==> config.mk <==
export PLATFORM = sky130hd
export DESIGN_NAME = cpu_sequencer
export DESIGN_NICKNAME = d
export VERILOG_FILES = /design/src/rtl/cpu_sequencer.sv
export SDC_FILE = /design/constraint.sdc
export NUM_CORES = 1
export LEC_CHECK = 0
export BUFFER_PORTS_ARGS = -buffer_cell sky130_fd_sc_hd__buf_2
export CORE_AREA = 2 2 39 41
export CTS_CLUSTER_DIAMETER = 80
export DETAILED_ROUTE_END_ITERATION = 12
export DIE_AREA = 0 0 41 43
export PLACE_DENSITY = 0.58
export SLEW_MARGIN = 20
export SYNTH_ARGS = -nofsm -noshare
export SYNTH_HDL_FRONTEND = slang
export SYNTH_SLANG_ARGS = --single-unit
==> constraint.sdc <==
create_clock -name clk -period 1.1 [get_ports clk]
set_input_delay 0.22 -clock clk [delete_from_list [all_inputs] [get_ports clk]]
set_output_delay 0.22 -clock clk [all_outputs]
set_load 0.05 [all_outputs]
==> src/rtl/cpu_sequencer.sv <==
// VeriRISC instruction-cycle controller: single-clock Moore FSM stepping 8 phases per instruction.
// Optional macro SEQ_SINGLE_STEP_EN adds a step input that gates each instruction at INST_ADDR.
module cpu_sequencer #(
   parameter int NPHASE      = 8,
   parameter bit HALT_STICKY = 1'b1
) (
   input  logic       clk,
   input  logic       reset,
   input  logic [2:0] opcode,
   input  logic       zero,
`ifdef SEQ_SINGLE_STEP_EN
   input  logic       step,
`endif
   output logic [2:0] phase,
   output logic       mem_rd,
   output logic       mem_wr,
   output logic       load_ir,
   output logic       inc_pc,
   output logic       load_pc,
   output logic       load_ac,
   output logic       data_e,
   output logic       fetch,
   output logic       halt,
   output logic [3:0] state_dbg
);

   if (NPHASE != 8) begin : g_nphase_check
      $error("cpu_sequencer: NPHASE must be 8");
   end

   localparam logic [2:0] OP_HLT = 3'd0;
   localparam logic [2:0] OP_SKZ = 3'd1;
   localparam logic [2:0] OP_ADD = 3'd2;
   localparam logic [2:0] OP_AND = 3'd3;
   localparam logic [2:0] OP_XOR = 3'd4;
   localparam logic [2:0] OP_LDA = 3'd5;
   localparam logic [2:0] OP_STO = 3'd6;
   localparam logic [2:0] OP_JMP = 3'd7;

   typedef enum logic [3:0] {
      INST_ADDR  = 4'd0,
      INST_FETCH = 4'd1,
      INST_LOAD  = 4'd2,
      IDLE       = 4'd3,
      OP_ADDR    = 4'd4,
      OP_FETCH   = 4'd5,
      ALU_OP     = 4'd6,
      STORE      = 4'd7,
      HALTED     = 4'd8
   } state_t;

   state_t state, state_nxt;
   logic   alu_op;

   assign alu_op    = (opcode == OP_ADD) || (opcode == OP_AND) ||
                      (opcode == OP_XOR) || (opcode == OP_LDA);
   assign state_dbg = state;

   always_ff @(posedge clk or negedge reset) begin
      if (!reset) state <= INST_ADDR;
      else        state <= state_nxt;
   end

   always_comb begin
      state_nxt = state;
      case (state)
`ifdef SEQ_SINGLE_STEP_EN
         INST_ADDR:  state_nxt = step ? INST_FETCH : INST_ADDR;
`else
         INST_ADDR:  state_nxt = INST_FETCH;
`endif
         INST_FETCH: state_nxt = INST_LOAD;
         INST_LOAD:  state_nxt = IDLE;
         IDLE:       state_nxt = OP_ADDR;
         // HLT only freezes the sequence in the sticky variant; otherwise it just pulses halt
         OP_ADDR:    state_nxt = (HALT_STICKY && (opcode == OP_HLT)) ? HALTED : OP_FETCH;
         OP_FETCH:   state_nxt = ALU_OP;
         ALU_OP:     state_nxt = STORE;
         STORE:      state_nxt = INST_ADDR;
         HALTED:     state_nxt = HALTED;
         default:    state_nxt = INST_ADDR;
      endcase
   end

   always_comb begin
      phase   = state[2:0];
      mem_rd  = 1'b0;
      mem_wr  = 1'b0;
      load_ir = 1'b0;
      inc_pc  = 1'b0;
      load_pc = 1'b0;
      load_ac = 1'b0;
      data_e  = 1'b0;
      fetch   = 1'b0;
      halt    = 1'b0;
      case (state)
         INST_ADDR: fetch = 1'b1;
         INST_FETCH: begin
            mem_rd = 1'b1;
            fetch  = 1'b1;
         end
         INST_LOAD, IDLE: begin
            mem_rd  = 1'b1;
            load_ir = 1'b1;
            fetch   = 1'b1;
         end
         OP_ADDR: begin
            inc_pc = 1'b1;
            halt   = (opcode == OP_HLT);
         end
         OP_FETCH: mem_rd = alu_op;
         ALU_OP: begin
            mem_rd  = alu_op;
            inc_pc  = (opcode == OP_SKZ) && zero;
            load_pc = (opcode == OP_JMP);
            data_e  = (opcode == OP_STO);
         end
         STORE: begin
            mem_rd  = alu_op;
            load_ac = alu_op;
            inc_pc  = (opcode == OP_JMP);
            load_pc = (opcode == OP_JMP);
            mem_wr  = (opcode == OP_STO);
            data_e  = (opcode == OP_STO);
         end
         HALTED: begin
            // Frozen display of the phase that issued HLT
            phase = 3'd4;
            halt  = 1'b1;
         end
         default: begin
            phase = 3'd0;
            fetch = 1'b1;
         end
      endcase
   end

endmodule

==> impl_metrics.py <==
metrics = {
    "run_status": {
        "violations": "setup timing",
        "run_status": "finished, violations left",
    },
    "timing": {
        "finClkSkew_ns": 0.0003665,
        "grt_setup_unrepaired": "true",
        "final.min_clock_period_ns": 1.574,
        "hold_viol_final": 0,
        "timing.fmax_ghz": 0.6353,
        "setup_violations": 17,
        "timing.max_slew.rel_slack": 0.8166,
        "worst_slack_ns": -0.4740,
        "tightest_slew_ns": 0.2738,
        "final.setup.tns_ns": -5.671,
        "period_share": 1.431,
        "final-max-slew-violation-count": 0,
    },
    "drt": {
        "vias_per_cell": 4.819,
        "dr_total_vias": 506,
        "route.detailed.wl_per_inst_um": 13.10,
        "drt_iter0_drc": 4,
        "antenna_violating_nets_post_route": 0,
        "postRouteWirelength_um": 1375,
        "drt_first_pass_iters": 4,
        "route.detailed.drc": 0,
    },
    "clock_network": {
        "clk_root_buffer_cell": "sky130_fd_sc_hd__clkbuf_4",
        "tritoncts": "built",
        "clk_path_buf_depth": 2,
        "cts.clk_slew.worst_paths_ns": 0.03,
        "insertion_delay_ns": 0.23,
        "tritoncts_num_sinks": 4,
        "cts-htree-levels": 1,
        "tritoncts.num_buffers": 3,
    },
    "layout": {
        "largest_register_ffs": 4,
        "antennaDiodeCount": 0,
        "finish.net_count": 97,
        "drive_above_1_share": 0.8652,
        "area_delta_synth_final_pct": 181.9,
    },
    "synthesis": {
        "synth-edff-count": 0,
        "ys_seq_area_frac": 0.2778,
        "leading_cell_types_by_total_area_after_synthesis": "sky130_fd_sc_hd__dfrtp_1 (28%), sky130_fd_sc_hd__nor3_1 (6.9%), sky130_fd_sc_hd__buf_6 (6.3%)",
        "synth_ff_type": "sky130_fd_sc_hd__dfrtp_1",
        "synth_common_cells": "sky130_fd_sc_hd__nor2_1 (5), sky130_fd_sc_hd__nor3_1 (5), sky130_fd_sc_hd__dfrtp_1 (4)",
        "simple_gate_area_share_of_the_yosys_netlist": 0.3438,
        "synth_fa_ha_area_frac": 0,
        "synthesis.nets": 48,
        "yosysWarnings": 0,
        "synth_cell_type_count": 25,
        "synth_cells": 42,
        "synth_compound_gate_area_share": 0.1736,
        "ys_async_sr_fraction": 1.000,
        "yosysTopAreaCellShare": 0.2778,
        "syn_area_per_cell_um2": 8.580,
        "yosysTopAreaCell": "sky130_fd_sc_hd__dfrtp_1",
        "ys_seq_elements": 4,
        "synthXorXnorAreaFrac": 0.04861,
        "main_combinational_cell_family_by_area_after_synthesis": "simple AND/OR/NAND/NOR gates",
        "yosys-mux-area-fraction": 0.02778,
        "mappedNetlistArea_um2": 360.3,
    },
    "worst_setup_path": {
        "worst-setup-path-type": "flop to primary output",
        "reg2reg_depth": 4,
        "crit_fanout": 7,
        "regToRegSetupSlack_ns": -0.08,
        "critical_path.reg2reg.endpoint": "state_dbg[2]$_DFF_PN0_",
        "timing.rr.start": "state_dbg[2]$_DFF_PN0_",
        "critical_path.cell_chain": "nor2b_4, nand4_4, nor3b_4, buf_6",
        "worst_path_max_delay_cell": "sky130_fd_sc_hd__dfrtp_2",
        "timing.critical_path.from": "state_dbg[3]$_DFF_PN0_",
        "critical_path_arrival_ns": 1.35,
        "worstSetupStartpointType": "flop",
        "slowest_delay_ns": 0.47,
        "endpoint": "mem_wr",
        "critical_path.endpoint_type": "primary output",
        "crit_required_ns": 0.88,
    },
    "grt": {
        "grt-ovfl-total": 0,
        "first_pass_grt_wire_length_um": 2346,
        "globalRouteTotalUtil": 0.1935,
        "first_global_vias": 536,
        "largest_net_degree_at_the_start_of_global_routing": 8,
        "antenna_found_initial": 0,
    },
    "placement": {
        "gp_congestion": 0.7213,
        "dp.final_hpwl_um": 863.7,
        "io_buffers": 21,
    },
    "pwr": {
        "power_density_mw_per_mm2": 3413,
        "design_power_total_mw": 3.467,
        "p_sw_frac": 0.5088,
        "seq_power_share": 0.097,
        "p_comb_frac": 0.852,
        "power.net_switching_mw": 1.764,
        "peakVddDrop_uv": 1693,
        "power.static_leakage_nw": 0.4556,
        "p_int_mw": 1.703,
        "power.share.clock": 0.051,
    },
    "worst_hold_path": {
        "path_category_of_the_worst_min_delay_check": "primary input to asynchronous set/reset pin",
    },
    "floorplanning": {
        "coreArea_mm2": 0.001384,
        "floorplan.initialDensity": 0.2604,
        "die_h_um": 43,
        "die_width_um": 41,
        "io_pins": 22,
        "design.die.area_mm2": 0.001763,
        "core.rowCount": 14,
    },
    "job": {
        "drv.max_cap_violation_count": 0,
    },
}
## worst min path at each step
stage                     slack, ns                endpoint  cells past startpoint
final                          0.33  state_dbg[3]$_DFF_PN0_                      2
after global routing           0.35  state_dbg[2]$_DFF_PN0_                      2
after CTS                      0.32  state_dbg[3]$_DFF_PN0_                      2
after detailed placement       0.03  state_dbg[1]$_DFF_PN0_                      1
after global placement         0.03  state_dbg[1]$_DFF_PN0_                      1
after floorplan               -0.08  state_dbg[0]$_DFF_PN0_                      0
## power by group through the flow
stage / sequential [mW] / combinational [mW] / clock, mW
4_1_cts: 0.338 / 2.78 / 0.184
3_3_place_gp: 0.322 / 2.10 / 0
3_5_place_dp: 0.327 / 2.10 / 0
6_report: 0.338 / 2.95 / 0.176
2_1_floorplan: 0.475 / 1.44 / 0
5_1_grt: 0.346 / 3.08 / 0.194
## critical path: cells and delay by family (launching register included)
kind / cells / cell delay [ns]
buffers and inverters: 1 / 0.18
DFF: 1 / 0.47
and+or+nand+nor: 3 / 0.48
## cell type report
cell class | instances | area, um^2
repair buffers | 48 | 473.0
flip-flops and latches | 4 | 105.1
inverters | 3 | 13.76
well taps | 16 | 20.02
multi-input cells | 31 | 381.6
fillers | 81 | 367.9
clock buffers | 3 | 22.52
## logic make-up after synthesis
group                     after synthesis
muxes                                   1
buffers and inverters                   7
AOI/OAI and AO/OA                       8
xor gates and xnor gates                2
DFF                                     4
and+or+nand+nor                        20
## per-stage QoR
step	setup slack, ns	hold WS (ns)	utilization	instances	instance area [um^2]
floorplan	-0.8613	-0.07559	-	42	493.0
global placement	-0.3290	0.02599	0.5181	93	716.9
detailed placement	-0.3528	0.02549	0.5181	93	716.9
CTS	-0.4778	0.3169	0.7025	103	972.2
global route	-0.5406	0.3458	0.7342	105	1016
finish	-0.4740	0.3320	0.7342	105	1016
## repair_timing
action	in CTS	in global routing
gates cloned	0	0
resized for setup	50	7
hold buffers	1	0
hold endpoints to repair	4	0
pin swaps	8	3
setup endpoints to repair	18	19
setup buffers	8	3
## metal layers
layer / GRT usage / wire (um) / vias up
li1: - / - / 243
met1: 0.2834 / 620 / 253
met2: 0.2688 / 718 / 10
met3: 0.03665 / 37 / 0
met4: 0.08000 / 0 / 0
met5: 0 / 0 / -
## placed cells by master (no fill, tap or decap), drive strengths merged
cell type | Yosys | layout
buf | 4 | 47
nor3 | 5 | 5
nor2 | 5 | 5
nor2b | 4 | 4
dfrtp | 4 | 4
clkbuf | 0 | 3
inv | 3 | 3
a21oi | 2 | 2
xnor2 | 2 | 2
nand4 | 2 | 2
nand2 | 2 | 2
a211oi | 2 | 2
nand2b | 1 | 1
a31oi | 1 | 1
o32ai | 1 | 1
o41ai | 1 | 1
mux2i | 1 | 1
a311oi | 1 | 1
nor3b | 1 | 1
dlygate4sd3 | 0 | 1
Power figures use the tool's default switching activity.
